--- config.mk ---
export PLATFORM = sky130hd
export DESIGN_NAME = fetch_unit
export DESIGN_NICKNAME = d
export VERILOG_FILES = /design/src/rtl/fetch_unit.sv
export SDC_FILE = /design/constraint.sdc
export NUM_CORES = 1
export LEC_CHECK = 0
export CAP_MARGIN = 5
export CELL_PAD_IN_SITES_DETAIL_PLACEMENT = 0
export CELL_PAD_IN_SITES_GLOBAL_PLACEMENT = 1
export CORE_MARGIN = 4
export CORE_UTILIZATION = 45
export CTS_CLUSTER_SIZE = 16
export DETAILED_ROUTE_END_ITERATION = 12
export GPL_TIMING_DRIVEN = 0
export MAX_ROUTING_LAYER = met4
export PLACE_DENSITY_LB_ADDON = 0.12
export REMOVE_ABC_BUFFERS = 1
export SLEW_MARGIN = 15
export SYNTH_ARGS = -nofsm -noshare
export SYNTH_HDL_FRONTEND = slang
export SYNTH_SLANG_ARGS = --single-unit
--- constraint.sdc ---
create_clock -name clk -period 7.9 [get_ports clk]
set_input_delay 1.58 -clock clk [delete_from_list [all_inputs] [get_ports clk]]
set_output_delay 1.58 -clock clk [all_outputs]
set_load 0.005 [all_outputs]
--- src/rtl/fetch_unit.sv ---
// fetch_unit: instruction fetch stage.
// Owns the PC, issues word requests to a fixed one-cycle-latency instruction memory,
// buffers returned {pc, insn} pairs in a 2-entry FIFO and hands them to decode over
// valid/ready. Redirects from execute flush the FIFO and squash in-flight work.
//
// Ports:
//   clk, reset            clock, asynchronous active-low reset
//   imem_req_o/addr_o     fetch request and word-aligned address
//   imem_rvalid_i/rdata_i memory response, one cycle after each request
//   insn_valid_o/ready_i  handshake toward decode
//   insn_o, pc_o          head instruction and its PC
//   redirect_i/pc_i       new PC from execute
//   misalign_o            one-cycle pulse after a redirect with target[1:0] != 0
module fetch_unit #(
    parameter int unsigned          AWIDTH   = 32,
    parameter int unsigned          DWIDTH   = 32,
    parameter logic [AWIDTH-1:0]    BASEADDR = AWIDTH'(32'h0100_0000)
) (
    input  logic              clk,
    input  logic              reset,
    output logic              imem_req_o,
    output logic [AWIDTH-1:0] imem_addr_o,
    input  logic              imem_rvalid_i,
    input  logic [DWIDTH-1:0] imem_rdata_i,
    output logic              insn_valid_o,
    input  logic              insn_ready_i,
    output logic [DWIDTH-1:0] insn_o,
    output logic [AWIDTH-1:0] pc_o,
    input  logic              redirect_i,
    input  logic [AWIDTH-1:0] redirect_pc_i,
    output logic              misalign_o
);

    logic [AWIDTH-1:0] fetch_pc_q;
    logic [AWIDTH-1:0] inflight_pc_q;
    logic              inflight_q;
    logic              squash_q;
    logic              misalign_q;

    logic [AWIDTH-1:0] fifo_pc_q   [2];
    logic [DWIDTH-1:0] fifo_insn_q [2];
    logic              rd_ptr_q;
    logic              wr_ptr_q;
    logic [1:0]        count_q;

    logic              pop;
    logic              push;
    logic [2:0]        occupancy;

    assign insn_valid_o = (count_q != 2'd0);
    assign insn_o       = fifo_insn_q[rd_ptr_q];
    assign pc_o         = fifo_pc_q[rd_ptr_q];
    assign misalign_o   = misalign_q;

    assign pop  = insn_valid_o & insn_ready_i;
    assign push = inflight_q & imem_rvalid_i & ~squash_q;

    // Slots already claimed once this cycle's pop retires; pop implies count >= 1,
    // so the subtraction cannot underflow.
    assign occupancy   = 3'(count_q) + 3'(inflight_q) - 3'(pop);
    assign imem_req_o  = (occupancy < 3'd2);
    assign imem_addr_o = fetch_pc_q;

    always_ff @(posedge clk or negedge reset) begin
        if (!reset) begin
            fetch_pc_q     <= BASEADDR;
            inflight_pc_q  <= '0;
            inflight_q     <= 1'b0;
            squash_q       <= 1'b0;
            misalign_q     <= 1'b0;
            fifo_pc_q[0]   <= '0;
            fifo_pc_q[1]   <= '0;
            fifo_insn_q[0] <= '0;
            fifo_insn_q[1] <= '0;
            rd_ptr_q       <= 1'b0;
            wr_ptr_q       <= 1'b0;
            count_q        <= 2'd0;
        end else begin
            inflight_q    <= imem_req_o;
            inflight_pc_q <= fetch_pc_q;
            if (redirect_i) begin
                // The request issued this cycle belongs to the old path: drop its response.
                squash_q   <= imem_req_o;
                misalign_q <= (redirect_pc_i[1:0] != 2'b00);
                fetch_pc_q <= {redirect_pc_i[AWIDTH-1:2], 2'b00};
                count_q    <= 2'd0;
                wr_ptr_q   <= rd_ptr_q;
            end else begin
                squash_q   <= 1'b0;
                misalign_q <= 1'b0;
                if (imem_req_o) begin
                    fetch_pc_q <= fetch_pc_q + AWIDTH'(4);
                end
                if (push) begin
                    fifo_pc_q[wr_ptr_q]   <= inflight_pc_q;
                    fifo_insn_q[wr_ptr_q] <= imem_rdata_i;
                    wr_ptr_q              <= ~wr_ptr_q;
                end
                if (pop) begin
                    rd_ptr_q <= ~rd_ptr_q;
                end
                count_q <= count_q + 2'(push) - 2'(pop);
            end
        end
    end

endmodule

==> Word-level counts from Yosys, hierarchy flattened <==
Index checks and enable logic that the tools add are counted.
{ "op_classes": {"muxes": 17, "order_cmp": 4, "n_addsub": 5, "reduce_logical": 7, "bitwise_logic": 9} }
{ "op_table": {"columns": ["cell", "count"], "rows": [
  ["$mux 32", 9],
  ["$bwmux 64", 2],
  ["$add 32x3->32 const B", 1],
  ["$demux 32 s1", 1],
  ["$reduce_bool 2->1", 4],
  ["$ge 2x2->1 const B", 2],
  ["$mux 1", 4],
  ["$not 1->1", 4],
  ["$not 1->2", 2],
  ["$reduce_and 2->1", 2],
  ["$add 2x1->3", 1],
  ["$and 1x1->1", 3],
  ["$lt 3x2->1 const B", 1],
  ["$sub 3x1->3", 1],
  ["$add 2x1->2", 1],
  ["$lt 2x1->1 const B", 1],
  ["$mux 2", 1],
  ["$sub 2x1->2", 1],
  ["$logic_and 1x1->1", 1]
]} }
{ "word_totals": {"out_inout_bits": 99, "ff_bits": 199, "inputBits": 69} }

==> Longest topological paths before layout <==
{ "logic_depth": {"depth_word": 6, "ltp_mapped": 9, "depth_no_buf": 8} }

==> Worst setup path after synthesis <==
Ideal clock, no wire load.
{ "synth_path": {"path_kind": "input to output", "start": "input port insn_ready_i", "end": "output port imem_req_o", "t_required_ns": 6.320, "path_buffers": 1, "t_arrival_ns": 2.897, "stages": 6, "setup_slack_ns": 3.423, "cell_sequence": "and3b_1 -> o21ai_0 -> fa_1 -> xnor2_2 -> and2_1 -> clkbuf_1"} }
{ "synth_via": {"elab_chain_len": 3} }
{ "synth_rtl": {"columns": ["element", "line_no", "source"], "rows": [
  ["start: declaration", "26", "input logic insn_ready_i,"],
  ["$and 1x1->1", "55", "assign pop = insn_valid_o & insn_ready_i;"],
  ["$sub 3x1->3", "60", "assign occupancy = 3'(count_q) + 3'(inflight_q) - 3'(pop);"],
  ["$lt 3x2->1", "61", "assign imem_req_o = (occupancy < 3'd2);"],
  ["end: declaration", "21", "output logic imem_req_o,"]
]} }
No other way between the ends.

==> Worst setup path in the final report <==
Ends and elaborated chain as after synthesis.

==> flow_metrics.py <==
metrics = {
    "route": {
        "finalWirelength_um": 18100,
        "first_pass_iters": 4,
        "total_drc_errors_in_the_routed_layout": 0,
        "vias": 5167,
        "vias_per_cell": 5.21,
        "routed_wire_length_per_instance_um": 18.3,
        "detail-route-antenna-nets": 0,
        "number_of_drc_markers_after_the_initial_detailed_route_iteration": 168,
    },
    "final_layout": {
        "layout.filler_cells": 1377,
        "syn_to_final_growth_pct": 32.2,
        "area_of_the_multi_input_gates_mm2": 0.00323,
        "finalNetCount": 825,
        "register_area_mm2": 0.00478,
        "share_of_final_layout_standard_cells_stronger_than_drive_strength_1": 0.310,
        "finish.instance_area_mm2": 0.0108,
    },
    "setup_path": {
        "critPathMaxStageDelay_ps": 580,
        "worstPathBufferInverterCount": 2,
        "critical_path_slowest_stage_cell": "clkdlybuf4s50_1",
        "crit_path_cell_trace": "clkdlybuf4s50_1 -> and3b_1 -> o21ai_0 -> fa_1 -> xnor2_2 -> and2_1 -> clkdlybuf4s50_1",
        "critical_path_class": "primary input to primary output",
        "cp.required_ps": 6320,
        "critical_path_peak_fanout": 8,
        "timing.critical_path.from_type": "primary input",
        "cell_family_with_the_largest_share_of_critical_path_delay": "buffers and inverters",
        "data_arrival_time_of_the_critical_path_ps": 4120,
        "cpMostUsedCell": "clkdlybuf4s50_1",
        "setup.worst_path.end_class": "primary output",
    },
    "yosys": {
        "synth_area_leaders": "dfrtp_1, mux2_2, nand2_1, xor2_1, xnor2_1",
        "synth_edf_count": 0,
        "ys_seq_area_frac": 0.586,
        "asyncSetResetFlopFracSynth": 1.00,
        "cell_accounting_for_the_most_synthesized_area": "dfrtp_1",
        "post_synth.cell_area_avg_um2": 13.8,
        "netlist_area_mm2": 0.00816,
        "postSynth.topFlopCell": "dfrtp_1",
        "synth_warn": 0,
        "synth.most_common_cell": "dfrtp_1",
        "synthesis.instances": 593,
        "synth_largest_type_area_fraction": 0.583,
        "synth_cell_types": 39,
        "synth_seq_cells": 191,
        "synth_commonest_cells": "dfrtp_1, mux2_2, nand2_1",
    },
    "global_route": {
        "grt_remaining_overflow": 0,
        "antenna_found_initial": 1,
        "first_global_vias": 5576,
        "grt_max_degree": 109,
        "grtUsageTotal": 0.189,
        "grt_first_pass_wirelength_um": 29300,
    },
    "timing": {
        "max_clock_freq_ghz": 0.175,
        "totalNegativeSetupSlack_ps": 0,
        "finalHoldViolCount": 0,
        "period_share": 0.722,
        "final_critical_path_setup_slack_ps": 2200,
        "worst_slew_pin_slew_ps": 795,
        "worst_slew_margin_rel": 0.466,
        "min_period_ps": 5700,
        "rsz0062_at_grt": "false",
        "timing_max_transition_violations_final": 0,
        "clock-skew-final_ps": 6.08,
        "setup_viol_count_final": 0,
    },
    "pwr": {
        "final_total_pwr_w": 0.00398,
        "p_per_area_mw_per_mm2": 369,
        "power.ir.vdd_worst_mv": 0.241,
        "p_leak_nw": 4.58,
    },
    "clocking": {
        "post_cts.repair.setup_buffers": 0,
        "tritoncts": "built",
        "total_of_cells_resized_after_clock_tree_synthesis": 0,
        "cts-htree-levels": 4,
        "insertion_delay_ps": 430,
        "clock-sinks": 191,
        "clkTransAtPathRegs_ps": 70,
        "cts.root.buffer_cell": "clkbuf_16",
        "cts-hold-fix-buffers": 0,
        "cts_buffer_depth": 2,
        "tritoncts.num_buffers": 17,
    },
    "floorplan": {
        "die_y_um": 143,
        "fp.coreArea_mm2": 0.0175,
        "initial_utilization": 0.465,
        "total_die_area_mm2": 0.0203,
        "die_x_um": 143,
        "std_cell_rows": 48,
        "num_io_pins": 168,
    },
    "place": {
        "finalWeightedCongestion": 0.753,
        "pre_cts_ws_ps": 2180,
        "dp.final_hpwl_um": 12500,
        "placement.cell_area_mm2": 0.0102,
        "numPortBuffers": 163,
    },
    "hold_path": {
        "hp-class": "flop to flop",
    },
    "run_status": {
        "status": "complete, no violations",
    },
    "job": {
        "max_cap_violations": 0,
    },
}
report_power, final:
group / switching, W / internal, W / leakage, nW / total (W)
Sequential: 0.000215 / 0.00134 / 2.33 / 0.00156
Combinational: 0.000501 / 0.00101 / 1.94 / 0.00151
Clock: 0.000367 / 0.000539 / 0.307 / 0.000906
cell type report:
cell class | count | area share
Timing Repair Buffer | 172 | 0.171
Tap cell | 225 | 0.0261
Clock inverter | 13 | 0.0173
Antenna cell | 1 | 0.000232
Multi-Input combinational cell | 368 | 0.300
Clock buffer | 18 | 0.0407
Sequential cell | 191 | 0.444
Inverter | 3 | 0.00104
per-layer routing:
layer | share of wire | vias up | wire, um | global-route usage
li1 | - | 2387 | - | -
met1 | 0.42 | 2632 | 7640 | 0.230
met2 | 0.52 | 128 | 9340 | 0.316
met3 | 0.048 | 20 | 860 | 0.0395
met4 | 0.015 | 0 | 265 | 0.0635
met5 | 0 | - | 0 | -
logic make-up (layout without fill, tap and decap cells):
logic type	Yosys count	after routing	synth area share
AO/OA/AOI/OAI	33	33	0.0204
other	1	5	0.000460
AND/OR/NAND/NOR	106	106	0.0703
adder cells (fa/ha/maj)	3	3	0.00552
multiplexers	187	187	0.258
buffers and inverters	37	206	0.0207
XOR/XNOR	35	35	0.0385
flip-flops	191	191	0.586
registers in the layout, summed over array words and instances (netlist names), 2 cells and up:
register       cells
count_q            2
inflight_pc_q     30
fifo_pc_q         60
imem_addr_o       30
fifo_insn_q       64
cells in the final DEF, fill, tap and decap left out, types with 8 or more instances in the layout:
cell             instances
and3_1                   9
nor2_1                  11
o21ai_1                 25
nand3_1                  8
clkbuf_16               17
mux2_2                 183
xnor2_1                 16
nand2_1                 41
clkdlybuf4s50_1        161
dfrtp_1                189
xor2_1                  18
nand4_1                 12
path summary, 6_finish.rpt:
| path | startpoint | end | slack (ps) | cells after the start |
|---|---|---|---|---|
| worst max-delay path | insn_ready_i | imem_req_o | 2200 | 7 |
| worst min-delay path | imem_addr_o[31]$_DFFE_PN0P_ | inflight_pc_q[31]$_DFF_PN0_ | 430 | 0 |
| worst max register to register | count_q[1]$_DFF_PN0_ | imem_addr_o[19]$_DFFE_PN0P_ | 4980 | 8 |
| worst min register to register | imem_addr_o[31]$_DFFE_PN0P_ | inflight_pc_q[31]$_DFF_PN0_ | 430 | 0 |
| max in group asynchronous | reset | imem_addr_o[24]$_DFFE_PN1P_ | 5770 | 2 |
| min in group asynchronous | reset | fifo_insn_q[46]$_DFFE_PN0P_ | 1210 | 1 |
per-stage QoR:
| stage | instances | utilization | hold WS [ps] |
|---|---|---|---|
| 2_1_floorplan | 562 | - | 403 |
| 3_3_place_gp | 950 | 0.566 | 406 |
| 3_5_place_dp | 959 | 0.579 | 426 |
| 4_1_cts | 990 | 0.615 | 439 |
| 5_1_grt | 991 | 0.615 | 454 |
| 6_report | 991 | 0.615 | 432 |
Power figures use the tool's default switching activity.
==> patch (same flow settings) <==
Make the reset (`reset`) synchronous in one clocked block. Comments in the files are not updated.
--- a/src/rtl/fetch_unit.sv
+++ b/src/rtl/fetch_unit.sv
@@ -61,7 +61,7 @@
     assign imem_req_o  = (occupancy < 3'd2);
     assign imem_addr_o = fetch_pc_q;
 
-    always_ff @(posedge clk or negedge reset) begin
+    always_ff @(posedge clk) begin
         if (!reset) begin
             fetch_pc_q     <= BASEADDR;
             inflight_pc_q  <= '0;
Behaviour: differs if reset is asserted again (counterexample within 4 cycles, from zero or initial values and one cycle with reset low); with reset held inactive, the same outputs for 4 cycles.
==> patch against the unedited design <==
Routed wire length rose by 7.8%; cell area rose by 0.41%; synthesized area rose by 2.0%; clock skew rose by 2.9 ps; highest routed layer unchanged; setup slack got worse by 68 ps; critical path type unchanged; sequential cell count rose by 1; first-iteration DRC count rose by 150%; sequential share of layout area rose by 2.6 points.
Power is not compared: it rests on default switching activity, and its combinational part moved more than twofold at a synthesized area within 25%.
==> patch: results (changes against the unedited design) <==
outcome=complete, no violations (unchanged); GRT Total Usage=0.192 (was 0.189); Commonest cells post-synth=edfxtp_1, and2_1, and3_1, dfxtp_1, mux2_2 (was dfrtp_1, mux2_2, nand2_1, o21ai_1, clkbuf_1); # nets final=891 (was 825); FFs w/ async S/R, synth=0 (was 1.00); dpl ws=2150 ps (was 2180 ps); final wirelength=19500 microns (was 18100 microns); Final GP Congestion=0.786 (was 0.753); Final HPWL DP=12900 microns (was 12500 microns); initial antenna violation count=0 (was 1); crit path DAT=4190 ps (was 4120 ps); largest net degree at the start of global routing=52 (was 109); sequential element share of the synthesized area=0.611 (was 0.586); top cells by area, synth=edfxtp_1, dfxtp_1, mux2_2 (was dfrtp_1, mux2_2, nand2_1); share of layout cells above drive strength 1=0.139 (was 0.310); Avg Synthesized Cell Area=12.3 sq um (was 13.8 sq um); first-pass GRT wire length=30100 microns (was 29300 microns); Filler cells=1476 (was 1377); clk_skew=8.99 ps (was 6.08 ps); DR vias=5797 (was 5167); placed instance area=10200 sq um (about the same); XOR/XNOR share of the synthesized area=0.0137 (was 0.0385); Post-synth EDFFs=124 (was 0); drt pass-1 iters=5 (was 4); post-synthesis compound-gate area fraction=0.0546 (was 0.0204); Netlist cell types=47 (was 39); vias per cell=5.46 (was 5.21); post-synthesis mux area share=0.0851 (was 0.258)
patch: changes by cell type in the layout (fill, tap and decap cells not counted), moves of 12 or more:
cell and change:
a31oi_1 +13, and2_1 +91, and3_1 +59, dfrtp_1 -189, dfxtp_1 +66, edfxtp_1 +124
mux2_2 -121, nand2_1 -24, o21ai_0 +12, o21ai_1 -25, o31ai_1 +15, or4_1 +13
xor2_1 -17
patch: cell families (layout without fill, tap and decap cells):
kind of cell | after synthesis | in the layout
compound gates | 69 | 69
xor+xnor | 13 | 13
fa+ha+maj | 3 | 3
buf+inv | 60 | 212
flops | 192 | 192
mux | 63 | 63
other cells | 1 | 4
simple gates | 276 | 276
patch: worst max-delay path, delay by kind of cell:
family          cells  cell delay, ps
xor+xnor            1             570
fa+ha+maj           1             390
compound gates      1             120
buf+inv             3            1040
simple gates        2             470
patch: area by class of cell:
class / count / share of cell area
multi-input cells: 428 / 0.280
inverters: 5 / 0.00173
well taps: 229 / 0.0265
clock inverters: 11 / 0.00879
repair buffers: 175 / 0.169
clock buffers: 21 / 0.0444
flip-flops and latches: 192 / 0.470
patch: final timing paths:
check,slack (ps),from,depth (start not counted),to
min,510,imem_addr_o[31],1,inflight_pc_q[31]
max reg2reg,4600,count_q[1],7,imem_addr_o[22]
max,2130,insn_ready_i,8,imem_req_o
min reg2reg,510,imem_addr_o[31],1,inflight_pc_q[31]
patch: per-layer routing:
layer,part of all wire,vias up,track usage,wire length (microns)
met5,0,-,-,0
met4,0.013,0,0.0639,253
li1,-,2780,-,-
met2,0.48,185,0.306,9420
met1,0.45,2815,0.251,8760
met3,0.056,17,0.0337,1090
patch: through the flow:
step	hold slack, ps	setup TNS, ps	util	power [uW]
finish	508	0	0.598	2190
global placement	487	-485700	0.554	1370
floorplan	470	0	-	1240
CTS	505	0	0.598	2210
global route	532	0	0.598	2270
detailed placement	496	0	0.566	1380
patch: power by group:
group | switching [uW] | leakage [uW] | internal, uW
logic | 87.7 | 0.00197 | 125
registers | 31.8 | 0.00185 | 1110
clock network | 385 | 0.000285 | 447
